<file path="config.mk">
export PLATFORM = sky130hd
export DESIGN_NAME = alu_sched
export DESIGN_NICKNAME = d
export VERILOG_FILES = /design/src/rtl/alu_sched.sv
export SDC_FILE = /design/constraint.sdc
export NUM_CORES = 1
export LEC_CHECK = 0
export BUFFER_PORTS_ARGS = -buffer_cell sky130_fd_sc_hd__buf_2
export CAP_MARGIN = 10
export CORE_ASPECT_RATIO = 1.25
export CORE_MARGIN = 8
export CORE_UTILIZATION = 50
export CTS_CLUSTER_DIAMETER = 150
export DETAILED_ROUTE_END_ITERATION = 8
export HOLD_SLACK_MARGIN = 0.02
export PLACE_DENSITY = 0.72
export SYNTH_ARGS = -nofsm -noshare
export SYNTH_HDL_FRONTEND = slang
export SYNTH_SLANG_ARGS = --single-unit
</file>
<file path="constraint.sdc">
create_clock -name clk -period 2.5 [get_ports clk]
set_clock_uncertainty 0.1 [all_clocks]
set_input_delay 0.25 -clock clk [delete_from_list [all_inputs] [get_ports clk]]
set_output_delay 0.25 -clock clk [all_outputs]
set_load 0.02 [all_outputs]
</file>
<file path="src/rtl/alu_sched.sv">
// Round-robin scheduler sharing one combinational ALU between requesters A and B.
// Contains the 8-bit ALU (alu_always) and the scheduler top (alu_sched).

module alu_always (
  input  logic [3:0] ctrl,
  input  logic [7:0] x,
  input  logic [7:0] y,
  output logic [7:0] out,
  output logic       carry,
  output logic       err
);

  logic [8:0] wide;

  always_comb begin
    out   = 8'h00;
    carry = 1'b0;
    err   = 1'b0;
    wide  = 9'h000;
    case (ctrl)
      4'd0: begin
        wide  = {1'b0, x} + {1'b0, y};
        out   = wide[7:0];
        carry = wide[8];
      end
      4'd1: begin
        wide  = {1'b0, x} - {1'b0, y};
        out   = wide[7:0];
        carry = wide[8];
      end
      4'd2: out = x & y;
      4'd3: out = x | y;
      4'd4: out = ~x;
      4'd5: out = x ^ y;
      4'd6: out = ~(x | y);
      4'd7: out = y << x[2:0];
      4'd8: out = y >> x[2:0];
      4'd9: out = {x[7], x[7:1]};
      default: err = 1'b1;
    endcase
  end

endmodule

module alu_sched (
  input  logic       clk,
  input  logic       rst_n,
  input  logic       a_valid,
  output logic       a_ready,
  input  logic [3:0] a_ctrl,
  input  logic [7:0] a_x,
  input  logic [7:0] a_y,
  input  logic       b_valid,
  output logic       b_ready,
  input  logic [3:0] b_ctrl,
  input  logic [7:0] b_x,
  input  logic [7:0] b_y,
  output logic       r_valid,
  input  logic       r_ready,
  output logic [7:0] r_out,
  output logic       r_carry,
  output logic       r_src,
  output logic       r_err,
  output logic [7:0] r_count
);

  typedef enum logic [1:0] {
    IDLE = 2'd0,
    EXEC = 2'd1,
    RESP = 2'd2
  } state_t;

  state_t     state, state_next;
  logic [3:0] op_ctrl;
  logic [7:0] op_x, op_y;
  logic       op_src;
  logic       last_grant;
  logic       grant_a, grant_b, window, accept, take;
  logic [7:0] alu_out;
  logic       alu_carry, alu_err;

  alu_always u_alu (
    .ctrl  (op_ctrl),
    .x     (op_x),
    .y     (op_y),
    .out   (alu_out),
    .carry (alu_carry),
    .err   (alu_err)
  );

  // Arbitration, accept window and next-state decode
  always_comb begin
    state_next = state;
    grant_b    = b_valid & (~a_valid | ~last_grant);
    grant_a    = a_valid & ~grant_b;
    window     = (state == IDLE) | ((state == RESP) & r_ready);
    a_ready    = window & grant_a;
    b_ready    = window & grant_b;
    accept     = a_ready | b_ready;
    take       = (state == RESP) & r_ready;
    case (state)
      IDLE:    if (accept) state_next = EXEC;
      EXEC:    state_next = RESP;
      RESP:    if (r_ready) state_next = accept ? EXEC : IDLE;
      default: state_next = IDLE;
    endcase
  end

  always_ff @(posedge clk) begin
    if (!rst_n) state <= IDLE;
    else        state <= state_next;
  end

  // last_grant: 0 = A, 1 = B; resets to B so A wins the first tie
  always_ff @(posedge clk) begin
    if (!rst_n) begin
      op_ctrl    <= 4'd0;
      op_x       <= 8'h00;
      op_y       <= 8'h00;
      op_src     <= 1'b0;
      last_grant <= 1'b1;
      r_valid    <= 1'b0;
      r_out      <= 8'h00;
      r_carry    <= 1'b0;
      r_src      <= 1'b0;
      r_err      <= 1'b0;
      r_count    <= 8'h00;
    end else begin
      if (accept) begin
        op_ctrl    <= b_ready ? b_ctrl : a_ctrl;
        op_x       <= b_ready ? b_x : a_x;
        op_y       <= b_ready ? b_y : a_y;
        op_src     <= b_ready;
        last_grant <= b_ready;
      end
      if (state == EXEC) begin
        r_out   <= alu_out;
        r_carry <= alu_carry;
        r_src   <= op_src;
        r_err   <= alu_err;
      end
      r_valid <= (state_next == RESP);
      if (take) r_count <= r_count + 8'd1;
    end
  end

endmodule

</file>
==> results of run 1 <==
-- state kept, by name, indices dropped and copies added (netlist names) --
register	count
op_x	8
op_ctrl	4
state	2
r_err	1
r_out	8
r_valid	1
r_count	8
last_grant	1
op_src	1
op_y	8
r_carry	1
r_src	1
-- logic make-up (layout without fill, tap and decap cells) --
group                    count (synthesis)  count (layout)  share of synthesized area [%]
buffers and inverters                   70             145                           7.97
flip-flops                              44              44                           22.7
AND/OR/NAND/NOR                        203             203                           24.7
XOR/XNOR                                11              11                           2.48
adder cells (fa/ha/maj)                 28              28                           9.42
multiplexers                            25              25                           9.25
AO/OA/AOI/OAI                          127             127                           23.5
-- power breakdown --
| part | switching [mW] | total, mW | internal, mW |
|---|---|---|---|
| Clock | 0.270 | 0.572 | 0.301 |
| Sequential | 0.0811 | 0.840 | 0.759 |
| Combinational | 0.628 | 1.09 | 0.467 |
| Total | 0.979 | 2.51 | 1.53 |
-- Yosys cell counts, types with 3 or more instances --
master,n
sky130_fd_sc_hd__nand2_1,70
sky130_fd_sc_hd__nor2_1,56
sky130_fd_sc_hd__dfxtp_1,44
sky130_fd_sc_hd__inv_1,32
sky130_fd_sc_hd__a21oi_1,29
sky130_fd_sc_hd__ha_1,26
sky130_fd_sc_hd__a311oi_1,21
sky130_fd_sc_hd__nor3_1,19
sky130_fd_sc_hd__clkbuf_1,17
sky130_fd_sc_hd__o21ai_0,14
sky130_fd_sc_hd__buf_2,13
sky130_fd_sc_hd__mux2i_1,13
sky130_fd_sc_hd__nand2b_1,11
sky130_fd_sc_hd__nand3_1,8
sky130_fd_sc_hd__nor2b_1,8
sky130_fd_sc_hd__o21ai_1,8
sky130_fd_sc_hd__mux4_2,7
sky130_fd_sc_hd__and2_1,6
sky130_fd_sc_hd__o22ai_1,6
sky130_fd_sc_hd__xor2_1,6
sky130_fd_sc_hd__a211oi_1,5
sky130_fd_sc_hd__and3_1,5
sky130_fd_sc_hd__xnor2_1,5
sky130_fd_sc_hd__nand3b_1,4
sky130_fd_sc_hd__nor3b_1,4
sky130_fd_sc_hd__o211ai_1,4
sky130_fd_sc_hd__a31oi_1,3
sky130_fd_sc_hd__a32oi_1,3
sky130_fd_sc_hd__buf_6,3
sky130_fd_sc_hd__mux2_1,3
sky130_fd_sc_hd__nand4_1,3
sky130_fd_sc_hd__o21bai_1,3
sky130_fd_sc_hd__o31ai_1,3
-- stage by stage --
| stage | worst slack [ps] | hold WS (ps) | instance area, sq um | power [mW] | std cells |
|---|---|---|---|---|---|
| after floorplan | 33.1 | 288 | 3880 | 1.58 | 508 |
| after global placement | 120 | 338 | 4430 | 1.91 | 670 |
| after detailed placement | 95.7 | 355 | 4430 | 1.93 | 670 |
| after CTS | 67.1 | 89.4 | 4550 | 2.50 | 678 |
| after global routing | 10.3 | 94.7 | 4560 | 2.66 | 678 |
| final | 166 | 89.0 | 4560 | 2.51 | 678 |
-- metal layers --
metal	GRT usage [%]	routed length, microns	up-vias
li1	-	-	1959
met1	29.3	5390	1964
met2	39.4	6090	179
met3	3.28	763	42
met4	10.6	547	0
met5	0	0	-
-- placed cells by master, fill, tap and decap left out, types with 19 or more instances in the layout --
cell | synthesis | routed
sky130_fd_sc_hd__inv_1 | 32 | 32
sky130_fd_sc_hd__buf_2 | 13 | 66
sky130_fd_sc_hd__dfxtp_1 | 44 | 42
sky130_fd_sc_hd__buf_4 | 2 | 35
sky130_fd_sc_hd__nand2_1 | 70 | 70
sky130_fd_sc_hd__a311oi_1 | 21 | 21
sky130_fd_sc_hd__nor3_1 | 19 | 19
sky130_fd_sc_hd__a21oi_1 | 29 | 29
sky130_fd_sc_hd__ha_1 | 26 | 26
sky130_fd_sc_hd__nor2_1 | 56 | 56
-- cell type report --
class | instances | area, sq um | area share [%]
Clock buffer | 5 | 68.8 | 1.51
Clock inverter | 3 | 46.3 | 1.02
Inverter | 35 | 131 | 2.88
Multi-Input combinational cell | 394 | 2700 | 59.1
Sequential cell | 44 | 883 | 19.4
Tap cell | 95 | 119 | 2.61
Timing Repair Buffer | 102 | 613 | 13.5
-- worst min-delay path by stage --
stage / from / endpoint / cells past startpoint
final: a_x[4] / op_x[4]$_SDFFE_PN0P_ / 3
after detailed placement: op_src$_SDFFE_PN0P_ / op_src$_SDFFE_PN0P_ / 2
after floorplan: b_valid / state[0]$_SDFF_PN0_ / 1
after global routing: a_x[4] / op_x[4]$_SDFFE_PN0P_ / 3
after global placement: op_src$_SDFFE_PN0P_ / r_src$_SDFFE_PN0N_ / 2
after CTS: a_y[5] / op_y[5]$_SDFFE_PN0P_ / 3
-- worst reg2reg max path, delay by kind of cell, from the launching register on --
| kind | cells | cell delay, ps |
|---|---|---|
| buffers and inverters | 2 | 260 |
| AOI/OAI and AO/OA | 4 | 640 |
| and+or+nand+nor | 1 | 370 |
| adders and majority gates | 1 | 370 |
| DFF | 1 | 470 |
==> out/metrics.csv, run 1 <==
metric;value;unit
outcome;complete, no violations;
number of nets still failing antenna checks after routing;0;
setup repair after global routing missed its margin;no;
number of detailed-route iterations in the first pass;5;
antenna violations before repair;0;
Global Route Usage Sum;23.7;%
top-area cell type share of the netlist area;22.7;%
CP startpoint kind;flip-flop;
synthesized cell area;0.00388;sq mm
number of global-route vias before repair;3979;
Worst-Skew Late Latency;300;ps
warnings from Yosys;0;
peak clock frequency supported by timing;428;MHz
largest net degree at the start of global routing;28;
number of hold-slack violations in the final timing report;0;
std cell rows;36;
antenna diode instance count;0;
top area cells in the synthesized netlist;sky130_fd_sc_hd__dfxtp_1 (23%), sky130_fd_sc_hd__ha_1 (8.4%), sky130_fd_sc_hd__nand2_1 (6.8%), sky130_fd_sc_hd__nor2_1 (5.4%), sky130_fd_sc_hd__a311oi_1 (4.7%);
per-cell routed wire length;18.9;microns
fraction of the cycle the final worst path needs;93.3;%
Nets;655;
count of final max-slew check failures;0;
buffer type at the clock tree root;sky130_fd_sc_hd__clkbuf_8;
wire length reported by the detailed router;12800;microns
Period minus WS final;2330;ps
worst reg2reg setup slack;170;ps
Final GP Congestion;0.983;
endpoint of the worst setup timing path;r_out[7]$_SDFFE_PN0N_;
instance count of the mapped netlist;508;
cell type contributing the most total cell area after synthesis;sky130_fd_sc_hd__dfxtp_1;
number of I/O pins;67;
final-report setup violation count;0;
primary flip-flop cell chosen by synthesis mapping;sky130_fd_sc_hd__dfxtp_1;
number of DRC markers after the initial detailed-route iteration;368;
Die Outline Area;0.0109;sq mm
routed vias;4144;
max-cap violations;0;
Worst Tran Pin Value;681;ps
Slew headroom;54.6;%
worst reg2reg path endpoint;r_out[7]$_SDFFE_PN0N_;
Vert. Die Dim;114;microns
total of fill cells in the finished design;744;
async set-reset flop share out of synthesis;0;%
worst flop-to-flop path startpoint;op_x[4]$_SDFFE_PN0P_;
data arrival time of the critical path;2410;ps
worst min-delay path class;input port to flip-flop;
TritonCTS clock tree;built;
clock-pin transition on the worst setup and hold timing paths;100;ps
via/cell ratio;6.11;
crit path capture type;flip-flop;
number of synthesized flops with an enable pin;0;
maximum level of the CTS H-tree;2;
final-layout setup total negative slack;0;ps
critical-path maximum fanout;7;
largest delay contributor family on the critical path;compound AO/OA/AOI/OAI gates;
Power Density;550;mW/mm^2
beginning of the critical path;op_x[4]$_SDFFE_PN0P_;
Remaining DRCs;0;
clock buffer depth;2;
number of different library cells in the post-synthesis netlist;68;
cell with the biggest individual delay on the critical path;sky130_fd_sc_hd__dfxtp_2;
Critical path buffers and inverters;2;
cells traversed along the worst timing path;inv_1 -> ha_1 -> buf_4 -> a21o_1 -> a21oi_1 -> o31ai_1 -> nor4_1 -> a31oi_1;
final HPWL from detailed placement;10100;microns
Die X-Extent;94.8;microns
worst endpoint required time;2580;ps
FF+latch count, synth;44;
VDD IR-drop max;389;uV
buffer count from post-CTS setup fixing;0;
IO Port Bufs;66;
aggregate global routing overflow;0;
syn_nets;581;
cts-stage hold buffer count;0;
layout cells sized above 1;22.1;%
slowest cell delay on critical path;470;ps
clock sink count;44;
post-CTS resize count;0;
classification of the worst setup path;flip-flop to flip-flop;
Synth Area per Inst;7.64;sq um
number of buffers created by CTS;5;
depth of the most critical reg-to-reg path;8;
Seq/Total Area, Yosys;22.7;%
first-pass GRT wire length;20400;microns
core area;0.00766;sq mm
instance count on the critical path;8;
leakage power;1.93;nW
Layout Area Growth over Synthesis;17.4;%
initial cell density of the core;50.7;%
utilization after layout;59.5;%
Note: power is estimated with default switching activity, not from simulation.
==> run 2, diff against run 1 <==
RECOVER_POWER = 50   (was unset)
==> out/metrics.csv, run 2 (synthesis gave the netlist of run 1 again) <==
metric;value;unit;change
number of I/O pins;67;;unchanged
leakage power;1.84;nW;was 1.93 nW
number of hold-slack violations in the final timing report;0;;unchanged
setup repair after global routing missed its margin;no;;unchanged
wire length reported by the detailed router;12800;microns;about the same
Power Density;553;mW/mm^2;was 550 mW/mm^2
Global Route Usage Sum;23.7;%;unchanged
number of nets still failing antenna checks after routing;0;;unchanged
per-cell routed wire length;18.8;microns;was 18.9 microns
antenna violations before repair;0;;unchanged
number of detailed-route iterations in the first pass;6;;was 5
worst endpoint required time;2580;ps;about the same
worst hold margin;88.1;ps;was 89.0 ps
aggregate global routing overflow;0;;unchanged
Period minus WS final;2340;ps;was 2330 ps
worst reg2reg setup slack;160;ps;was 170 ps
via/cell ratio;6.10;;was 6.11
number of global-route vias before repair;3979;;unchanged
Vert. Die Dim;114;microns;unchanged
core area;0.00766;sq mm;unchanged
clock-pin transition on the worst setup and hold timing paths;100;ps;about the same
antenna diode instance count;0;;unchanged
crit path capture type;flip-flop;;unchanged
final-layout setup total negative slack;0;ps;unchanged
Post-Layout Inst Area;0.00452;sq mm;was 0.00456 sq mm
Layout Area Growth over Synthesis;16.6;%;was 17.4%
classification of the worst setup path;flip-flop to flip-flop;;unchanged
VDD IR-drop max;387;uV;was 389 uV
Worst-Skew Late Latency;310;ps;was 300 ps
cell with the biggest individual delay on the critical path;sky130_fd_sc_hd__dfxtp_2;;unchanged
buffer count from post-CTS setup fixing;0;;unchanged
number of buffers created by CTS;5;;unchanged
Worst Tran Pin Value;910;ps;was 681 ps
critical-path maximum fanout;7;;unchanged
peak clock frequency supported by timing;427;MHz;was 428 MHz
std cell rows;36;;unchanged
number of DRC markers after the initial detailed-route iteration;357;;was 368
final setup slack of the worst path;157;ps;was 166 ps
Final GP Congestion;0.983;;unchanged
Nets;655;;unchanged
CP startpoint kind;flip-flop;;unchanged
Remaining DRCs;0;;unchanged
cts-stage hold buffer count;0;;unchanged
clock buffer depth;2;;unchanged
layout cells sized above 1;18.4;%;was 22.1%
total power consumption of the routed design;2.50;mW;was 2.51 mW
initial cell density of the core;50.7;%;unchanged
Die Outline Area;0.0109;sq mm;unchanged
cells traversed along the worst timing path;inv_1 -> ha_1 -> buf_4 -> a21o_1 -> a21oi_1 -> o31ai_1 -> nor4_1 -> a31oi_1;;unchanged
buffer type at the clock tree root;sky130_fd_sc_hd__clkbuf_8;;unchanged
maximum level of the CTS H-tree;2;;unchanged
Cell Count Post-Placement;670;;unchanged
Post-Place Cell Area;0.00443;sq mm;unchanged
fraction of the cycle the final worst path needs;93.7;%;was 93.3%
Post-Place Worst Slack;95.7;ps;unchanged
TritonCTS clock tree;built;;unchanged
max-cap violations;0;;unchanged
Slew headroom;39.3;%;was 54.6%
clock sink count;44;;unchanged
utilization after layout;59.1;%;was 59.5%
final-report setup violation count;0;;unchanged
commonest non-fill, non-tap cell in the layout;sky130_fd_sc_hd__nand2_1;;unchanged
first-pass GRT wire length;20400;microns;unchanged
slowest cell delay on critical path;470;ps;about the same
Die X-Extent;94.8;microns;unchanged
IO Port Bufs;66;;unchanged
routed vias;4133;;was 4144
data arrival time of the critical path;2420;ps;was 2410 ps
final HPWL from detailed placement;10100;microns;unchanged
outcome;complete, no violations;;unchanged
worst min-delay path class;input port to flip-flop;;unchanged
final non-filler cell total;678;;unchanged
largest net degree at the start of global routing;28;;unchanged
post-CTS resize count;0;;unchanged
highest-count cells in the layout ignoring fill and taps;sky130_fd_sc_hd__nand2_1 (70), sky130_fd_sc_hd__nor2_1 (56), sky130_fd_sc_hd__buf_2 (46), sky130_fd_sc_hd__dfxtp_1 (42), sky130_fd_sc_hd__buf_4 (33);;was sky130_fd_sc_hd__nand2_1 (70), sky130_fd_sc_hd__buf_2 (66), sky130_fd_sc_hd__nor2_1 (56), sky130_fd_sc_hd__dfxtp_1 (42), sky130_fd_sc_hd__buf_4 (35)
count of final max-slew check failures;0;;unchanged
-- run 2: cell count changes in the layout (fill, tap and decap cells not counted) --
cell                       previous run  this run
sky130_fd_sc_hd__buf_2               66        46
sky130_fd_sc_hd__buf_4               35        33
sky130_fd_sc_hd__clkbuf_1             0        22
-- run 2: path summary, 6_finish.rpt --
kind,from,end,cells past startpoint
worst max register to register,op_x[4]$_SDFFE_PN0P_,r_out[7]$_SDFFE_PN0N_,8
worst min register to register,op_src$_SDFFE_PN0P_,op_src$_SDFFE_PN0P_,2
worst min-delay path,a_x[4],op_x[4]$_SDFFE_PN0P_,3
worst max-delay path,op_x[4]$_SDFFE_PN0P_,r_out[7]$_SDFFE_PN0N_,8
-- run 2: per-layer routing --
layer  vias to the layer above  track usage, %  share of wire, %
li1                       1960               -                 -
met1                      1937            29.3                41
met2                       197            39.4                48
met3                        39            3.28               6.3
met4                         0            10.6               4.0
met5                         -               0                 0
-- run 2: critical path, delay by kind of cell (launching register included) --
| kind | cells | cell delay, ps |
|---|---|---|
| flops | 1 | 470 |
| fa+ha+maj | 1 | 370 |
| compound gates | 4 | 640 |
| simple gates | 1 | 380 |
| buf+inv | 2 | 260 |
-- run 2: where the power goes --
part / internal, mW / switching [mW] / total (mW)
Clock: 0.301 / 0.272 / 0.573
Sequential: 0.759 / 0.0817 / 0.841
Combinational: 0.460 / 0.628 / 1.09
Total: 1.52 / 0.982 / 2.50
-- run 2: area by class of cell --
cell class | count | area [sq um]
timing repair buffer | 102 | 581
fill | 758 | 3130
multi-input combinational | 394 | 2700
clock buffer | 5 | 68.8
sequential | 44 | 883
tap | 95 | 119
inverter | 35 | 131
clock inverter | 3 | 46.3
==> run 3, diff against run 2 <==
PLACE_DENSITY = 0.69   (was 0.72)
clock period = 2.6 ns   (was 2.5 ns; I/O delays follow)
==> out/metrics.csv, run 3 (synthesis gave the netlist of run 1 again) <==
metric;value;unit;change
largest net degree at the start of global routing;28;;unchanged
commonest non-fill, non-tap cell in the layout;sky130_fd_sc_hd__nand2_1;;unchanged
CP startpoint kind;flip-flop;;unchanged
Nets;654;;was 655
antenna diode instance count;0;;unchanged
clock buffer depth;2;;unchanged
Die Outline Area;0.0109;sq mm;unchanged
classification of the worst setup path;flip-flop to flip-flop;;unchanged
depth of the most critical reg-to-reg path;8;;unchanged
Period minus WS final;2420;ps;was 2340 ps
cells traversed along the worst timing path;inv_1 -> ha_1 -> a211oi_1 -> a211oi_1 -> mux2i_1 -> o221ai_1 -> a211oi_1 -> nor3_1;;was inv_1 -> ha_1 -> buf_4 -> a21o_1 -> a21oi_1 -> o31ai_1 -> nor4_1 -> a31oi_1
number of I/O pins;67;;unchanged
setup repair after global routing missed its margin;no;;unchanged
Global Route Usage Sum;25.1;%;was 23.7%
Slew headroom;29.8;%;was 39.3%
VDD IR-drop max;301;uV;was 387 uV
highest routed layer;met4;;unchanged
Die X-Extent;94.8;microns;unchanged
TritonCTS clock tree;built;;unchanged
Layout Area Growth over Synthesis;16.1;%;was 16.6%
total of fill cells in the finished design;753;;was 758
worst min-delay path class;input port to flip-flop;;unchanged
final-layout setup total negative slack;0;ps;unchanged
IO Port Bufs;66;;unchanged
Vert. Die Dim;114;microns;unchanged
cts-stage hold buffer count;0;;unchanged
core area;0.00766;sq mm;unchanged
final HPWL from detailed placement;10500;microns;was 10100 microns
maximum level of the CTS H-tree;2;;unchanged
buffer type at the clock tree root;sky130_fd_sc_hd__clkbuf_8;;unchanged
number of nets still failing antenna checks after routing;0;;unchanged
data arrival time of the critical path;2480;ps;was 2420 ps
post-CTS resize count;0;;unchanged
clock sink count;44;;unchanged
layout cells sized above 1;17.7;%;was 18.4%
metal1 wirelength;5520;microns;was 5280 microns
number of hold-slack violations in the final timing report;0;;unchanged
number of DRC markers after the initial detailed-route iteration;360;;was 357
clock-pin transition on the worst setup and hold timing paths;110;ps;was 100 ps
initial cell density of the core;50.7;%;unchanged
total area of multi-input combinational cells;0.00269;sq mm;was 0.00270 sq mm
CP dominant cell by count;sky130_fd_sc_hd__a211oi_1;;
met2 wirelength from detailed routing;6500;microns;was 6160 microns
Cell Count Post-Placement;669;;was 670
Worst Hold Depth;3;;unchanged
std cell rows;36;;unchanged
critical-path maximum fanout;6;;was 7
Remaining DRCs;0;;unchanged
worst endpoint required time;2650;ps;was 2580 ps
final non-filler cell total;677;;was 678
Power Density;548;mW/mm^2;was 553 mW/mm^2
number of global-route vias before repair;4066;;was 3979
crit path capture type;flip-flop;;unchanged
final-report setup violation count;0;;unchanged
wire length on met3;871;microns;was 802 microns
cell with the biggest individual delay on the critical path;sky130_fd_sc_hd__dfxtp_1;;was sky130_fd_sc_hd__dfxtp_2
wire length reported by the detailed router;13400;microns;was 12800 microns
Worst-Skew Late Latency;320;ps;was 310 ps
antenna violations before repair;0;;unchanged
fraction of the cycle the final worst path needs;93.2;%;was 93.7%
peak clock frequency supported by timing;413;MHz;was 427 MHz
leakage power;1.84;nW;about the same
buffer count from post-CTS setup fixing;0;;unchanged
routed vias;4154;;was 4133
Worst Tran Pin Value;1050;ps;was 910 ps
Final GP Congestion;0.995;;was 0.983
aggregate global routing overflow;0;;unchanged
Storage cell area;881;sq um;was 883 sq um
per-cell routed wire length;19.8;microns;was 18.8 microns
count of final max-slew check failures;0;;unchanged
number of detailed-route iterations in the first pass;5;;was 6
outcome;complete, no violations;;unchanged
via/cell ratio;6.14;;was 6.10
first-pass GRT wire length;21300;microns;was 20400 microns
number of buffers created by CTS;5;;unchanged
slowest cell delay on critical path;480;ps;was 470 ps
max-cap violations;0;;unchanged
highest-count cells in the layout ignoring fill and taps;sky130_fd_sc_hd__nand2_1 (70), sky130_fd_sc_hd__nor2_1 (56), sky130_fd_sc_hd__buf_2 (45), sky130_fd_sc_hd__dfxtp_1 (44), sky130_fd_sc_hd__buf_4 (34);;was sky130_fd_sc_hd__nand2_1 (70), sky130_fd_sc_hd__nor2_1 (56), sky130_fd_sc_hd__buf_2 (46), sky130_fd_sc_hd__dfxtp_1 (42), sky130_fd_sc_hd__buf_4 (33)
==> run 3: cell count changes in the layout (fill, tap and decap cells not counted), sizes merged <==
cell	previous run	this run
clkinv	1	2
clkbuf	27	28
buf	80	79
inv	35	34
clkinvlp	1	0
==> run 3: path summary, 6_finish.rpt <==
kind | from | endpoint | slack (ps)
worst max-delay path | op_x[1]$_SDFFE_PN0P_ | r_out[5]$_SDFFE_PN0N_ | 180
worst min register to register | r_out[0]$_SDFFE_PN0N_ | r_out[0]$_SDFFE_PN0N_ | 360
worst min-delay path | a_y[5] | op_y[5]$_SDFFE_PN0P_ | 90
worst max register to register | op_x[1]$_SDFFE_PN0P_ | r_out[5]$_SDFFE_PN0N_ | 180
==> run 3: metrics by stage <==
step / util, % / setup WS, ps / area (sq um) / total power [mW] / hold WS, ps
global placement: 57.6 / 279 / 4410 / 1.86 / 340
CTS: 59.2 / 266 / 4540 / 2.46 / 92.4
detailed placement: 57.6 / 279 / 4410 / 1.87 / 349
global route: 58.8 / 57.8 / 4510 / 2.59 / 118
finish: 58.8 / 176 / 4510 / 2.47 / 90.6
floorplan: - / 133 / 3880 / 1.52 / 298
==> run 3: per-layer routing <==
metal / track usage [%] / up-vias
li1: - / 1960
met1: 30.6 / 1966
met2: 41.8 / 193
met3: 4.13 / 35
met4: 11.2 / 0
met5: 0 / -
==> run 3: cell type report <==
class                      instances  share of cell area (%)
clock inverter                     2                   0.861
inverter                          35                    2.92
clock buffer                       6                    1.83
multi-input combinational        394                    59.7
tap                               95                    2.64
timing repair buffer             101                    12.5
sequential                        44                    19.6
==> run 3: report_power, final <==
part	internal [mW]	leakage [nW]	switching, mW
clock	0.315	0.0614	0.281
combinational	0.443	1.42	0.639
sequential	0.729	0.361	0.0638
total	1.49	1.84	0.985
==> run 3: worst max-delay path: cells and delay by family, from the launching register on <==
family | cells | cell delay, ps
AOI/OAI and AO/OA | 4 | 840
DFF | 1 | 480
adders and majority gates | 1 | 350
muxes | 1 | 280
buffers and inverters | 1 | 120
and+or+nand+nor | 1 | 80
